===== src/rtl/regfile_mp_pkg.sv =====
// regfile_mp_pkg: shared defaults and types for the multi-port register file
package regfile_mp_pkg;
  localparam int RF_XLEN = 32;
  localparam int RF_NREGS = 32;
  localparam int RF_NREAD = 2;
  localparam int RF_NWRITE = 2;
  localparam int RF_AW = $clog2(RF_NREGS);
  typedef logic [RF_XLEN-1:0] t_word;
  typedef logic [RF_AW-1:0] t_register;
  typedef enum logic {RF_IDLE, RF_CLEAR} t_rf_state;
endpackage


===== src/rtl/regfile_mp_if.sv =====
// regfile_mp_if: issue/writeback bus of the register file
interface regfile_mp_if
  import regfile_mp_pkg::*;
#(
  parameter int XLEN = RF_XLEN,
  parameter int NREGS = RF_NREGS,
  parameter int NREAD = RF_NREAD,
  parameter int NWRITE = RF_NWRITE
) ();
  localparam int AW = $clog2(NREGS);
  logic clr_req;
  logic ready;
  logic [NREAD*AW-1:0] rd_addr;
  logic [NREAD*XLEN-1:0] rd_data;
  logic [NREAD-1:0] rd_busy;
  logic [NWRITE-1:0] wr_en;
  logic [NWRITE*AW-1:0] wr_addr;
  logic [NWRITE*XLEN-1:0] wr_data;
  logic sb_set;
  logic [AW-1:0] sb_addr;
  modport master (
    output clr_req, rd_addr, wr_en, wr_addr, wr_data, sb_set, sb_addr,
    input ready, rd_data, rd_busy
  );
  modport slave (
    input clr_req, rd_addr, wr_en, wr_addr, wr_data, sb_set, sb_addr,
    output ready, rd_data, rd_busy
  );
endinterface


===== src/rtl/regfile_mp_scoreboard.sv =====
// rf_scoreboard: per-register busy bits; issue set beats writeback clear, x0 never busy
module rf_scoreboard
  import regfile_mp_pkg::*;
#(
  parameter int NREGS = RF_NREGS,
  parameter int NWRITE = RF_NWRITE,
  localparam int AW = $clog2(NREGS)
) (
  input  logic                 clk,
  input  logic                 rst_n,
  input  logic                 i_en,
  input  logic                 i_clr_all,
  input  logic [NWRITE-1:0]    i_wr_en,
  input  logic [NWRITE*AW-1:0] i_wr_addr,
  input  logic                 i_set,
  input  logic [AW-1:0]        i_set_addr,
  output logic [NREGS-1:0]     o_busy
);
  logic [NREGS-1:0] r_busy, w_busy_nxt;
  always_comb begin
    w_busy_nxt = r_busy;
    if (i_en) begin
      for (int j = 0; j < NWRITE; j++)
        if (i_wr_en[j]) w_busy_nxt[i_wr_addr[j*AW +: AW]] = 1'b0;
      if (i_set) w_busy_nxt[i_set_addr] = 1'b1;
    end
    w_busy_nxt[0] = 1'b0;
    if (i_clr_all) w_busy_nxt = '0;
  end
  always_ff @(posedge clk or negedge rst_n)
    if (!rst_n) r_busy <= '0;
    else r_busy <= w_busy_nxt;
  assign o_busy = r_busy;
endmodule


===== src/rtl/regfile_mp.sv =====
// regfile_mp: multi-port register file with busy scoreboard and sequential clear sweep.
// Optional REGFILE_BYPASS_EN forwards same-cycle write data/busy clears to the read ports.
module regfile_mp
  import regfile_mp_pkg::*;
#(
  parameter int XLEN = RF_XLEN,
  parameter int NREGS = RF_NREGS,
  parameter int NREAD = RF_NREAD,
  parameter int NWRITE = RF_NWRITE
) (
  input logic        clk,
  input logic        rst_n,
  regfile_mp_if.slave rf
);
  localparam int AW = $clog2(NREGS);
  t_rf_state r_state, w_state_nxt;
  logic [AW-1:0] r_ptr, w_ptr_nxt;
  logic [XLEN-1:0] r_mem [NREGS];
  logic [NREGS-1:0] w_busy;
  logic [NREAD*XLEN-1:0] w_rd_data;
  logic [NREAD-1:0] w_rd_busy;
  logic w_idle;
  assign w_idle = r_state == RF_IDLE;
  always_comb begin
    w_state_nxt = r_state;
    w_ptr_nxt = r_ptr;
    if (!w_idle) begin
      w_ptr_nxt = r_ptr + 1'b1;
      if (r_ptr == AW'(NREGS - 1)) w_state_nxt = RF_IDLE;
    end else if (rf.clr_req) begin
      w_state_nxt = RF_CLEAR;
      w_ptr_nxt = AW'(1);
    end
  end
  always_ff @(posedge clk or negedge rst_n)
    if (!rst_n) begin
      r_state <= RF_CLEAR;
      r_ptr <= AW'(1);
    end else begin
      r_state <= w_state_nxt;
      r_ptr <= w_ptr_nxt;
    end
  // Data array has no reset; the sweep zeroes it. Later ports overwrite earlier ones.
  always_ff @(posedge clk)
    if (!w_idle) r_mem[r_ptr] <= '0;
    else
      for (int j = 0; j < NWRITE; j++)
        if (rf.wr_en[j] && rf.wr_addr[j*AW +: AW] != '0)
          r_mem[rf.wr_addr[j*AW +: AW]] <= rf.wr_data[j*XLEN +: XLEN];
  always_comb begin
    w_rd_data = '0;
    w_rd_busy = '0;
    for (int i = 0; i < NREAD; i++)
      if (w_idle && rf.rd_addr[i*AW +: AW] != '0) begin
        w_rd_data[i*XLEN +: XLEN] = r_mem[rf.rd_addr[i*AW +: AW]];
        w_rd_busy[i] = w_busy[rf.rd_addr[i*AW +: AW]];
`ifdef REGFILE_BYPASS_EN
        for (int j = 0; j < NWRITE; j++)
          if (rf.wr_en[j] && rf.wr_addr[j*AW +: AW] == rf.rd_addr[i*AW +: AW]) begin
            w_rd_data[i*XLEN +: XLEN] = rf.wr_data[j*XLEN +: XLEN];
            w_rd_busy[i] = w_busy[rf.rd_addr[i*AW +: AW]] & rf.sb_set
                           & (rf.sb_addr == rf.rd_addr[i*AW +: AW]);
          end
`endif
      end
  end
  assign rf.rd_data = w_rd_data;
  assign rf.rd_busy = w_rd_busy;
  assign rf.ready = w_idle;
  rf_scoreboard #(.NREGS(NREGS), .NWRITE(NWRITE)) u_sb (
    .clk(clk),
    .rst_n(rst_n),
    .i_en(w_idle),
    .i_clr_all(w_idle && rf.clr_req),
    .i_wr_en(rf.wr_en),
    .i_wr_addr(rf.wr_addr),
    .i_set(rf.sb_set),
    .i_set_addr(rf.sb_addr),
    .o_busy(w_busy)
  );
endmodule


===== src/flat_wrapper.sv =====
// flat-port wrapper written by rule: the top's interface ports become plain ports
module regfile_mp_flat import regfile_mp_pkg::*;
#(
  parameter int XLEN = RF_XLEN,
  parameter int NREGS = RF_NREGS,
  parameter int NREAD = RF_NREAD,
  parameter int NWRITE = RF_NWRITE
)
  (clk, rst_n, rf_clr_req, rf_rd_addr, rf_wr_en, rf_wr_addr, rf_wr_data, rf_sb_set, rf_sb_addr, rf_ready, rf_rd_data, rf_rd_busy);
  regfile_mp_if #(.XLEN(XLEN), .NREGS(NREGS), .NREAD(NREAD), .NWRITE(NWRITE)) rf_i ();
  input logic clk;
  input logic rst_n;
  input wire logic [$bits(rf_i.clr_req)-1:0] rf_clr_req;
  input wire logic [$bits(rf_i.rd_addr)-1:0] rf_rd_addr;
  input wire logic [$bits(rf_i.wr_en)-1:0] rf_wr_en;
  input wire logic [$bits(rf_i.wr_addr)-1:0] rf_wr_addr;
  input wire logic [$bits(rf_i.wr_data)-1:0] rf_wr_data;
  input wire logic [$bits(rf_i.sb_set)-1:0] rf_sb_set;
  input wire logic [$bits(rf_i.sb_addr)-1:0] rf_sb_addr;
  output wire logic [$bits(rf_i.ready)-1:0] rf_ready;
  output wire logic [$bits(rf_i.rd_data)-1:0] rf_rd_data;
  output wire logic [$bits(rf_i.rd_busy)-1:0] rf_rd_busy;
  assign rf_i.clr_req = rf_clr_req;
  assign rf_i.rd_addr = rf_rd_addr;
  assign rf_i.wr_en = rf_wr_en;
  assign rf_i.wr_addr = rf_wr_addr;
  assign rf_i.wr_data = rf_wr_data;
  assign rf_i.sb_set = rf_sb_set;
  assign rf_i.sb_addr = rf_sb_addr;
  assign rf_ready = rf_i.ready;
  assign rf_rd_data = rf_i.rd_data;
  assign rf_rd_busy = rf_i.rd_busy;
  regfile_mp #(.XLEN(XLEN), .NREGS(NREGS), .NREAD(NREAD), .NWRITE(NWRITE)) u_core (.clk(clk), .rst_n(rst_n), .rf(rf_i));
endmodule

===== config.mk =====
export PLATFORM = sky130hd
export DESIGN_NAME = regfile_mp_flat
export DESIGN_NICKNAME = d
export VERILOG_FILES = /design/src/rtl/regfile_mp_pkg.sv /design/src/rtl/regfile_mp_if.sv /design/src/rtl/regfile_mp_scoreboard.sv /design/src/rtl/regfile_mp.sv /design/src/flat_wrapper.sv
export SDC_FILE = /design/constraint.sdc
export NUM_CORES = 2
export LEC_CHECK = 0
export ABC_CLOCK_PERIOD_IN_PS = 5500
export CAP_MARGIN = 40
export CORE_AREA = 2 2 502 504
export DETAILED_ROUTE_END_ITERATION = 8
export DIE_AREA = 0 0 504 506
export GPL_ROUTABILITY_DRIVEN = 0
export PLACE_DENSITY = 0.38
export SLEW_MARGIN = 20
export SYNTH_ARGS = -nofsm -noshare
export SYNTH_HDL_FRONTEND = slang
export SYNTH_SLANG_ARGS = --single-unit

===== constraint.sdc =====
create_clock -name clk -period 5.5 [get_ports clk]
set_clock_uncertainty 0.05 [all_clocks]
set_input_delay 1.1 -clock clk [delete_from_list [all_inputs] [get_ports clk]]
set_output_delay 1.1 -clock clk [all_outputs]
set_load 0.05 [all_outputs]

==> results.md <==
* Wirelength per Cell at 37.9 um
* TritonCTS clock tree: done
* DR top layer: met5
* Residual DRC at 0
* Yosys reg bits at 1061
* Post-synth top area cell: edfxtp_1
* Sequential share of the synthesized area at 0.510
* Commonest cells in the netlist: edfxtp_1, nand2_1, o21ai_0
* CP Capture Type: output port
* Most used DFF post-synth: edfxtp_1
* Hold Fails Final Rpt at 0
* Die Ht at 506 um
* Max Cap Viol at 0
* Final Slew Violations at 0
* Crit share post-route at 0.939
* Worst vdd ir at 0.000279 V
* Yosys warns at 0
* Final min period at 5.16 ns
* Starting Density at 0.248
* Cell area power density at 324 nW/um^2
* Status: complete, no violations
* Lkg Pwr at 26.7 nW
* Core Area at 250000 sq um
* Synth Cell Area at 62100 sq um
* # rows at 184
* Io pins at around 160
* Hold WC Path Type: in -> async
* Worst-Skew Late Latency at 0.81 ns
* GR Util All Layers at 0.236
* Largest net degree at the start of global routing at 54
* Cts repair resizes at 0
* DIE AREA at 255000 sq um
* Clock slew at reported path FFs at about 0.06 ns
* Via count at between 40k and 50k
* RSZ-0062 raised after global routing: no
* Die Wd at 504 um
* Clock sinks at 1061
* First-pass GRT wire length at about 410000 um
* Number of synthesized flops with an enable pin at 1024
* Worst-case clock buffer depth at 3
* Crit path DAT at 4.01 ns
* Max Clk Rate at a little under 200 MHz
* Postcts setup bufs at 0
* Hold buffer count at CTS at 0
* Nets at roughly 4.8k
* Area grow syn2layout at 19.9%
* Synth top area cells: edfxtp_1, mux4_2, mux2_2
* Syn_nets at 4722
* Storage element area at ~32000 sq um
* Detailed Place HPWL at about 180000 um
* Cell with the most instances after synthesis: edfxtp_1
* Initial antenna violation count at 15
* Multi-input logic area at roughly 29000 sq um
* Total grt overflow at 0
* Synth top area share at 0.495
* Synth unique cells at 63
* Num CTS Buffers at 140
* H-tree depth at 4
* Syn Area/Cell at around 13 sq um
* Pin slew with the least headroom to its limit at about 0.92 ns
* DR WL met3 at a little under 20000 um
* Post-route ant nets at 0
* Syn Inst Count at 4625
* Routed WL at 309000 um
* Share of layout cells above drive strength 1 at 0.343
* Critical path peak fanout at 14
* Vias in the first global route at 44.7k
* Layout Utilization at 0.298
* Clock root buffer: clkbuf_16
* # setup viols final at 0
* Critical Path RT at 4.35 ns
* Met2 WL at 145000 um
* Via/cell ratio at 5.53
* Critical path startpoint category: input pin
* Worst slew margin at 0.386
* PortBufs at 161
* Critical path class: in -> out
* Share of flip-flops with an asynchronous set or reset at 0.0349
* Fillers at 25.3k
* 1st-pass router iterations at 6
* Setup TNS at 0 ns
* Met1 Wirelength at 133000 um
* Number of DRC markers in iteration 0 at a little under 5k
## metal layers
metal,vias up,GRT usage
met2,2040,0.382
met4,4,0.0779
met5,-,0
met1,24200,0.324
met3,438,0.0353
li1,18400,-
## worst max-delay path, stage by stage
cell and delay, ns:
clkdlybuf4s50_1 0.56, nor3b_1 0.59, buf_4 0.26, and2_4 0.41
buf_4 0.44, a21oi_1 0.17, nand4_1 0.21, buf_12 0.17
## where the power goes
part           internal, mW  total, mW  switching [mW]
Combinational          1.67       4.85            3.18
Clock                  5.01       8.99            3.98
Sequential             9.88       10.3           0.397
## layout by cell type, fill, tap and decap left out, types with 8 or more instances in the layout
cell / count
edfxtp_1: 1024
nand2_1: 527
o21ai_0: 515
mux4_2: 390
mux2_2: 371
mux2i_1: 273
buf_4: 235
a22oi_1: 228
mux2_4: 174
clkbuf_16: 144
buf_12: 132
clkdlybuf4s50_1: 82
nand3_1: 74
nand4_1: 69
and3_1: 38
a21oi_1: 38
clkbuf_1: 37
dfrtp_1: 35
a22o_1: 34
a31oi_1: 34
clkinv_1: 32
a221oi_1: 30
inv_2: 27
clkinv_2: 19
o21ai_4: 18
nand2_4: 17
and2_4: 16
o21bai_4: 13
and3b_1: 10
nor3b_1: 10
diode_2: 9
inv_1: 9
buf_8: 9
buf_2: 8
## final timing paths
path,slack [ns],startpoint,cells after the start,endpoint
hold / removal,0.22,rst_n,1,u_core.u_sb.o_busy[3]$_DFFE_PN0P_
min in group clk,0.49,u_core.u_sb.o_busy[17]$_DFFE_PN0P_,2,u_core.u_sb.o_busy[17]$_DFFE_PN0P_
setup / recovery,0.34,rf_rd_addr[9],8,rf_rd_data[61]
max in group asynchronous,4.63,rst_n,2,u_core.r_state$_DFF_PN1_
hold reg to reg,0.49,u_core.u_sb.o_busy[17]$_DFFE_PN0P_,2,u_core.u_sb.o_busy[17]$_DFFE_PN0P_
setup reg to reg,1.48,u_core.r_state$_DFF_PN1_,7,u_core.r_mem[30][10]$_DFFE_PP_
## stage by stage
stage	std cells	total power, mW	area, sq um	setup WS (ns)	hold slack (ns)
floorplan	4625	12.6	62100	0.544	0.436
CTS	8144	24.2	74500	0.293	0.166
detailed placement	7893	15.3	70200	0.306	0.471
global placement	7875	15.2	69900	0.312	0.472
global route	8147	24.7	74500	0.317	0.221
finish	8153	24.1	74500	0.338	0.217
## registers in the layout, summed over array words and instances, names as in the netlist
| register | count |
|---|---|
| u_core.r_mem | 1024 |
| u_core.u_sb.o_busy | 31 |
| u_core.r_ptr | 5 |
| u_core.r_state | 1 |
## area by class of cell
cell class,instances,share of cell area
antenna,9,0.000302
clock buffer,181,0.0502
clock inverter,70,0.00714
inverter,36,0.00181
multi-input combinational,2973,0.384
sequential,1061,0.425
tap,3348,0.0562
timing repair buffer,475,0.0752
## cell families (layout without fill, tap and decap cells)
kind of cell / Yosys count / count (layout) / share of synthesized area
multiplexers: 1208 / 1208 / 0.295
other: 0 / 9 / 0
flip-flops: 1061 / 1061 / 0.510
AND/OR/NAND/NOR: 830 / 830 / 0.0632
AO/OA/AOI/OAI: 933 / 933 / 0.0906
buffers and inverters: 591 / 762 / 0.0412
adder cells (fa/ha/maj): 2 / 2 / 0.000403
Note: power is estimated with default switching activity, not from simulation.
